[src/rtl/regfile_wb_arbiter_if.sv]
// Bundle of the two write requesters, the reservation path and the
// register-file write port shared by regfile_wb_arbiter.
interface regfile_wb_arbiter_if #(
    parameter int NUM_REGS = 15
);
    logic                a_valid;
    logic [3:0]          a_dest;
    logic [31:0]         a_data;
    logic                a_ready;

    logic                b_valid;
    logic [3:0]          b_dest;
    logic [31:0]         b_data;
    logic                b_ready;

    logic                b_reserve;
    logic [3:0]          b_reserve_dest;

    logic                writeBackEn;
    logic [3:0]          Dest_wb;
    logic [31:0]         Result_WB;
    logic [NUM_REGS-1:0] pending;
    logic                bad_dest;

    // Requester side: pipeline WB stage, multi-cycle unit and hazard unit.
    modport master (
        output a_valid, a_dest, a_data,
        output b_valid, b_dest, b_data,
        output b_reserve, b_reserve_dest,
        input  a_ready, b_ready,
        input  writeBackEn, Dest_wb, Result_WB, pending, bad_dest
    );

    // Arbiter side.
    modport slave (
        input  a_valid, a_dest, a_data,
        input  b_valid, b_dest, b_data,
        input  b_reserve, b_reserve_dest,
        output a_ready, b_ready,
        output writeBackEn, Dest_wb, Result_WB, pending, bad_dest
    );
endinterface

[src/rtl/regfile_wb_arbiter.sv]
// Arbitrates the single register-file write port between the in-order WB stage (A)
// and a multi-cycle unit (B), with starvation relief for B and a pending-write scoreboard.
module regfile_wb_arbiter #(
    parameter int MAX_WAIT = 4,
    parameter int NUM_REGS = 15
) (
    input  logic               clk,
    input  logic               reset,
    regfile_wb_arbiter_if.slave bus
);
    localparam logic [3:0] MAX_WAIT_C = 4'(MAX_WAIT);
    localparam logic [3:0] PC_IDX     = 4'd15;

    logic                force_b;
    logic                grant_a;
    logic                grant_b;

    logic [3:0]          wait_q,    wait_d;
    logic                we_q,      we_d;
    logic [3:0]          dest_q,    dest_d;
    logic [31:0]         data_q,    data_d;
    logic                bad_q,     bad_d;
    logic [NUM_REGS-1:0] pending_q, pending_d;

    // A wins unless B has been blocked for MAX_WAIT consecutive cycles.
    always_comb begin
        force_b = (wait_q == MAX_WAIT_C) && bus.b_valid;
        grant_b = force_b || (bus.b_valid && !bus.a_valid);
        grant_a = bus.a_valid && !force_b;
    end

    assign bus.a_ready = grant_a;
    assign bus.b_ready = grant_b;

    always_comb begin
        wait_d = 4'd0;
        if (bus.b_valid && !grant_b) begin
            wait_d = (wait_q == MAX_WAIT_C) ? MAX_WAIT_C : wait_q + 4'd1;
        end
    end

    // A grant to PC is accepted but not written; the address/data regs keep their old value.
    always_comb begin
        we_d   = 1'b0;
        dest_d = dest_q;
        data_d = data_q;
        if (grant_a && (bus.a_dest != PC_IDX)) begin
            we_d   = 1'b1;
            dest_d = bus.a_dest;
            data_d = bus.a_data;
        end else if (grant_b && (bus.b_dest != PC_IDX)) begin
            we_d   = 1'b1;
            dest_d = bus.b_dest;
            data_d = bus.b_data;
        end
    end

    always_comb begin
        bad_d = bad_q
              | (grant_a && (bus.a_dest == PC_IDX))
              | (grant_b && (bus.b_dest == PC_IDX))
              | (bus.b_reserve && (bus.b_reserve_dest == PC_IDX));
    end

    // Per-register scoreboard bit; a new reservation beats a same-cycle retiring write.
    generate
        for (genvar gi = 0; gi < NUM_REGS; gi++) begin : g_pending
            logic set_bit;
            logic clr_bit;
            assign set_bit = bus.b_reserve && (bus.b_reserve_dest == 4'(gi));
            assign clr_bit = grant_b && (bus.b_dest == 4'(gi));
            assign pending_d[gi] = set_bit ? 1'b1 : (clr_bit ? 1'b0 : pending_q[gi]);
        end
    endgenerate

    always_ff @(posedge clk or negedge reset) begin
        if (!reset) begin
            wait_q    <= 4'd0;
            we_q      <= 1'b0;
            dest_q    <= 4'd0;
            data_q    <= 32'd0;
            bad_q     <= 1'b0;
            pending_q <= '0;
        end else begin
            wait_q    <= wait_d;
            we_q      <= we_d;
            dest_q    <= dest_d;
            data_q    <= data_d;
            bad_q     <= bad_d;
            pending_q <= pending_d;
        end
    end

    assign bus.writeBackEn = we_q;
    assign bus.Dest_wb     = dest_q;
    assign bus.Result_WB   = data_q;
    assign bus.pending     = pending_q;
    assign bus.bad_dest    = bad_q;

endmodule

[src/flat_wrapper.sv]
// flat-port wrapper written by rule: the top's interface ports become plain ports
module regfile_wb_arbiter_flat 
#(
    parameter int MAX_WAIT = 4,
    parameter int NUM_REGS = 15
)
  (clk, reset, bus_a_valid, bus_a_dest, bus_a_data, bus_b_valid, bus_b_dest, bus_b_data, bus_b_reserve, bus_b_reserve_dest, bus_a_ready, bus_b_ready, bus_writeBackEn, bus_Dest_wb, bus_Result_WB, bus_pending, bus_bad_dest);
  regfile_wb_arbiter_if #(.NUM_REGS(NUM_REGS)) bus_i ();
  input  logic clk;
  input  logic reset;
  input wire logic [$bits(bus_i.a_valid)-1:0] bus_a_valid;
  input wire logic [$bits(bus_i.a_dest)-1:0] bus_a_dest;
  input wire logic [$bits(bus_i.a_data)-1:0] bus_a_data;
  input wire logic [$bits(bus_i.b_valid)-1:0] bus_b_valid;
  input wire logic [$bits(bus_i.b_dest)-1:0] bus_b_dest;
  input wire logic [$bits(bus_i.b_data)-1:0] bus_b_data;
  input wire logic [$bits(bus_i.b_reserve)-1:0] bus_b_reserve;
  input wire logic [$bits(bus_i.b_reserve_dest)-1:0] bus_b_reserve_dest;
  output wire logic [$bits(bus_i.a_ready)-1:0] bus_a_ready;
  output wire logic [$bits(bus_i.b_ready)-1:0] bus_b_ready;
  output wire logic [$bits(bus_i.writeBackEn)-1:0] bus_writeBackEn;
  output wire logic [$bits(bus_i.Dest_wb)-1:0] bus_Dest_wb;
  output wire logic [$bits(bus_i.Result_WB)-1:0] bus_Result_WB;
  output wire logic [$bits(bus_i.pending)-1:0] bus_pending;
  output wire logic [$bits(bus_i.bad_dest)-1:0] bus_bad_dest;
  assign bus_i.a_valid = bus_a_valid;
  assign bus_i.a_dest = bus_a_dest;
  assign bus_i.a_data = bus_a_data;
  assign bus_i.b_valid = bus_b_valid;
  assign bus_i.b_dest = bus_b_dest;
  assign bus_i.b_data = bus_b_data;
  assign bus_i.b_reserve = bus_b_reserve;
  assign bus_i.b_reserve_dest = bus_b_reserve_dest;
  assign bus_a_ready = bus_i.a_ready;
  assign bus_b_ready = bus_i.b_ready;
  assign bus_writeBackEn = bus_i.writeBackEn;
  assign bus_Dest_wb = bus_i.Dest_wb;
  assign bus_Result_WB = bus_i.Result_WB;
  assign bus_pending = bus_i.pending;
  assign bus_bad_dest = bus_i.bad_dest;
  regfile_wb_arbiter #(.MAX_WAIT(MAX_WAIT), .NUM_REGS(NUM_REGS)) u_core (.clk(clk), .reset(reset), .bus(bus_i));
endmodule
[config.mk]
export PLATFORM = sky130hd
export DESIGN_NAME = regfile_wb_arbiter_flat
export DESIGN_NICKNAME = d
export VERILOG_FILES = /design/src/rtl/regfile_wb_arbiter_if.sv /design/src/rtl/regfile_wb_arbiter.sv /design/src/flat_wrapper.sv
export SDC_FILE = /design/constraint.sdc
export NUM_CORES = 1
export LEC_CHECK = 0
export BUFFER_PORTS_ARGS = -buffer_cell sky130_fd_sc_hd__buf_2
export CAP_MARGIN = 20
export CORE_ASPECT_RATIO = 0.5
export CORE_MARGIN = 2
export CORE_UTILIZATION = 45
export CTS_CLUSTER_DIAMETER = 40
export DETAILED_ROUTE_END_ITERATION = 10
export HOLD_SLACK_MARGIN = 0.1
export PLACE_DENSITY = 0.78
export SLEW_MARGIN = 5
export SYNTH_ARGS = -nofsm -noshare
export SYNTH_HDL_FRONTEND = slang
export SYNTH_SLANG_ARGS = --single-unit
[constraint.sdc]
create_clock -name clk -period 2.5 [get_ports clk]
set_input_delay 0.25 -clock clk [delete_from_list [all_inputs] [get_ports clk]]
set_output_delay 0.25 -clock clk [all_outputs]
set_load 0.1 [all_outputs]
---- Word level (Yosys, flattened, before mapping) ----
Index checks and enable logic that the tools add are counted.
word-level totals
  word-level logic and storage cells ...... 157
  output and inout port bits .............. 55
  register bits after elaboration ......... 57
  input port bits ......................... 81
operators by class
  equal/unequal tests ..................... 34
  reductions and logical operators ........ 61
  $add $sub $neg .......................... 1
  bitwise gates (word level) .............. 3
  multiplexer cells ....................... 38
operators by type and width
  cell                                            count
  == test 4 bit (second input constant)           17
  2-to-1 mux 32 bit                               2
  logical AND 1 bit                               39
  == test 4 x 3 -> 1 bit (second input constant)  9
  2-to-1 mux 1 bit                                32
  nonzero test 2 bit                              16
  == test 4 x 2 -> 1 bit (second input constant)  4
  2-to-1 mux 4 bit                                4
  == test 4 x 1 -> 1 bit (second input constant)  2
  logical NOT 4 bit                               2
  != test 4 bit (second input constant)           2
  adder 4 x 1 -> 4 bit (second input constant)    1
  logical NOT 1 bit                               3
  OR 1 bit                                        3
  logical OR 1 bit                                1

---- Logic depth before layout (Yosys ltp) ----
  depth in word-level cells ............... 8
  gate-level depth with buffers ........... 9
  depth with buffers taken out ............ 6

---- Least setup slack after synthesis ----
OpenSTA, ideal clock, no wires.
  path kind ............................... register to output
  start ................................... register u_core.wait_q[0]
  end ..................................... output port bus_b_ready
  setup slack ............................. 700 ps
  data arrival time ....................... 1550 ps
  stages on the path, launching flop included .. 7
  required time ........................... 2250 ps
  cells stage by stage .................... dfrtp_1 > inv_1 > ha_1 > and3b_1 > buf_4 > o21ai_4 > inv_1
between the ends
  longest elaborated chain between the ends .. 3
RTL lines
  element                 RTL line                  text
  from (decl)             regfile_wb_arbiter.sv:18  logic [3:0] wait_q, wait_d;
  from (signal assigned)  regfile_wb_arbiter.sv:85  wait_q <= wait_d;
  == test 4 x 3 -> 1 bit  regfile_wb_arbiter.sv:27  force_b = (wait_q == MAX_WAIT_C) && bus.b_valid;
  logical AND 1 bit       regfile_wb_arbiter.sv:27
  logical OR 1 bit        regfile_wb_arbiter.sv:28  grant_b = force_b || (bus.b_valid && !bus.a_valid);
  to (decl)               flat_wrapper.sv:20        output wire logic [$bits(bus_i.b_ready)-1:0] bus_b_ready;
No other way between the ends.

---- Final worst setup path ----
Same ends and word-level chain as after synthesis.

==> results.toml <==
[critical_path]
critPathMostFrequentCell = "inv_1"
crit_path_max_incr_delay_ns = 0.41
worst_ep_arrival_time_ns = 1.88
worst_setup_path_end_kind = "primary output"
startpoint_type = "flip-flop"
path_buf_inv = 3
worst-path-max-fanout = 9
timing.critical_path.slowest_stage_cell = "dfrtp_1"
cell_family_contributing_the_most_delay_on_the_critical_path = "buffers and inverters"
critical_path.cell_chain = "inv_1 > ha_1 > and3b_1 > o21ai_4 > inv_1 > buf_2"
type_of_the_setup_path_with_the_least_slack = "flip-flop to primary output"
critPathRequiredTime_ns = 2.25

[timing]
setup_skew_after_layout_ns = 0.006760
fin_crit_ns = 2.133
fin_crit_sh = 0.8531
slew_viol_final = 0
rsz0062_at_grt = "false"
slew-limit-headroom = 0.5978
postLayoutSetupSlackWorst_ns = 0.3674
tightest_slew_ns = 0.6020
max_freq_mhz = 468.9
timing_hold_violations_final = 0
setup_tns_ns = 0
setup_viol = 0

[yosys]
synth.cell_area_mm2 = 0.002658
yosys_synthesis_warning_count = 0
syn_area_per_cell_um2 = 8.858
seq_total_area_yosys = 0.5367
count_of_flip_flops_with_a_built_in_enable_after_synthesis = 0
postSynthRegisterBits = 57
synth_compound_gate_area_share = 0.2185
synth-simple-area-share = 0.1747
nets_in_the_synthesized_netlist = 383
synthAdderAreaFrac = 0.009416
largest_family_of_logic_cells_by_synthesized_area = "compound AO/OA/AOI/OAI gates"
synth_xor_area_frac = 0.006591
synth_unique_cells = 34
synth-async-reset-ratio = 1.000
synth_cells = 300
synth-main-ff-cell = "dfrtp_1"
synth_mux_area_frac = 0

[power]
power.switching_fraction = 0.4391
gate_power_share = 0.385
ir_worst_vdd_v = 0.0006024
power.switching_mw = 1.672
power.sequential.fraction = 0.294
p_clk_frac = 0.322
power.static_leakage_nw = 1.871
cellPowerDensity_mw_per_mm2 = 1030
power.internal_mw = 2.136

[clocking]
ctsHtreeMaxLevel = 3
cts.clk_slew.worst_paths_ns = 0.05
clock_sinks = 57
numCtsBuffers = 9
clk_root_buffer_cell = "clkbuf_16"
clk_lat_worst_skew_ns = 0.32
ctsLongestPathBuffers = 2
clock_tree_from_tritoncts = "built"
post_cts.repair.setup_buffers = 0
cts.hold.buffers_added = 1
post_cts_resize_count = 0

[cells_and_area]
final_nets = 519
antenna_fix_cells = 0
layout-area-overhead-vs-synth_pct = 39.12
layout-drive-gt1-share = 0.3628
layout_common_cells = "buf_2 (135), a21oi_1 (66), dfrtp_1 (57), nand2_1 (49), nor2_1 (39)"
layout.cells.most_common = "buf_2"

[detailed_routing]
detail_route.vias_per_cell = 5.241
first_iter_violations = 142
detailroute.via_count = 2694
totalWireLength_mm = 7.138
drt-wirelength-per-cell_um = 13.89
detail_route.drc_violations = 0
detail-route-antenna-nets = 0
detail_route.first_pass.iterations = 5

[global_route]
gr_util_all_layers = 0.2247
gr-usage-met3 = 0.05252
grt.overflow.total = 0
first_global_vias = 2625
grt-busiest-layer = "met2"
grt_pass1_wl_mm = 11.71
initial_antenna_violation_count = 0
grt_start_max_net_pins = 38
use_met1 = 0.2734
grtUsageMet2 = 0.3969

[place]
post-dp-hpwl_mm = 5.206
place_worst_setup_slack_ns = 0.5248
gpl.final_weighted_congestion = 0.8327
io_buffer_count = 135

[job]
timing.max_cap.violations = 0

[floorplan]
die_width_um = 112.7
initial_core_util = 0.4757
row_count = 19
fp.dieArea_mm2 = 0.006574
die_height_um = 58.34
core-area_mm2 = 0.005587
io_count = 136

[outcome]
run_status = "completed"

[worst_hold_path]
timing.hold.worst.class = "input port to flip-flop"
==> cell usage after synthesis (2+ instances only) <==
master	number	area, um2
a21oi_1	66	330.3
a22oi_1	3	22.52
and3_1	2	12.51
buf_2	7	35.03
buf_4	5	37.54
clkbuf_1	5	18.77
dfrtp_1	57	1426
ha_1	2	25.02
inv_1	9	33.78
nand2_1	49	183.9
nand2b_1	3	18.77
nand3_1	7	35.03
nand3b_1	3	22.52
nand4_1	2	12.51
nor2_1	39	146.4
o2111ai_1	2	17.52
o21ai_0	14	70.07
o31ai_1	9	67.56
==> per-stage QoR <==
stage | instances | hold slack, ns | total power [mW] | util | instance area [um2]
2_1_floorplan | 300 | -0.04559 | 2.306 | - | 2658
3_3_place_gp | 497 | 0.2353 | 2.587 | 0.6047 | 3378
5_1_grt | 514 | 0.1884 | 3.967 | 0.6618 | 3697
3_5_place_dp | 497 | 0.2376 | 2.596 | 0.6047 | 3378
6_report | 514 | 0.1777 | 3.808 | 0.6618 | 3697
4_1_cts | 514 | 0.1695 | 3.834 | 0.6618 | 3697
==> cells by family after synthesis <==
kind of cell | Yosys count
and+or+nand+nor | 109
xor gates and xnor gates | 2
AOI/OAI and AO/OA | 101
adders and majority gates | 2
buffers and inverters | 29
DFF | 57
==> area by class of cell <==
| cell class | instances | area, um2 |
|---|---|---|
| Fill cell | 509 | 1889 |
| Sequential cell | 57 | 1426 |
| Multi-Input combinational cell | 214 | 1087 |
| Timing Repair Buffer | 144 | 745.7 |
| Clock buffer | 14 | 274.0 |
| Tap cell | 73 | 91.34 |
| Inverter | 10 | 37.54 |
| Clock inverter | 2 | 35.03 |
==> flip-flops by register name, indices dropped and copies added, names as in the netlist <==
| register | flops |
|---|---|
| u_core.bus.bad_dest | 1 |
| u_core.bus.writeBackEn | 1 |
| u_core.bus.Result_WB | 32 |
| u_core.wait_q | 4 |
| u_core.bus.pending | 15 |
| u_core.bus.Dest_wb | 4 |
==> path summary, 6_finish.rpt <==
kind                                        from                       end  slack (ns)  cells past startpoint
max reg2reg                     u_core.wait_q[0]  u_core.bus.Result_WB[10]        0.48                      7
min reg2reg                u_core.bus.Dest_wb[0]     u_core.bus.Dest_wb[0]        0.50                      2
min in group asynchronous                  reset     u_core.bus.pending[7]        0.43                      2
max                             u_core.wait_q[0]               bus_b_ready        0.37                      6
max in group asynchronous                  reset  u_core.bus.Result_WB[17]        1.43                      3
min                                bus_a_data[8]   u_core.bus.Result_WB[8]        0.18                      3
==> layer usage <==
metal	part of all wire	wire length, um	vias up
li1	-	-	1309
met1	0.43	3099	1285
met2	0.49	3501	93
met3	0.064	455	7
met4	0.011	82	0
met5	0	0	-
==> tightest hold or removal path, cell delays in order <==
cell,delay [ns]
buf_2,0.07
a22oi_1,0.06
nand2_1,0.07
==> power by group through the flow <==
stage	Sequential [mW]	Clock [mW]	Combinational [mW]
6_report	1.12	1.23	1.46
3_5_place_dp	1.13	0	1.46
3_3_place_gp	1.13	0	1.46
2_1_floorplan	2.08	0	0.226
5_1_grt	1.13	1.30	1.53
4_1_cts	1.12	1.25	1.47
(Power assumes the default switching activity.)
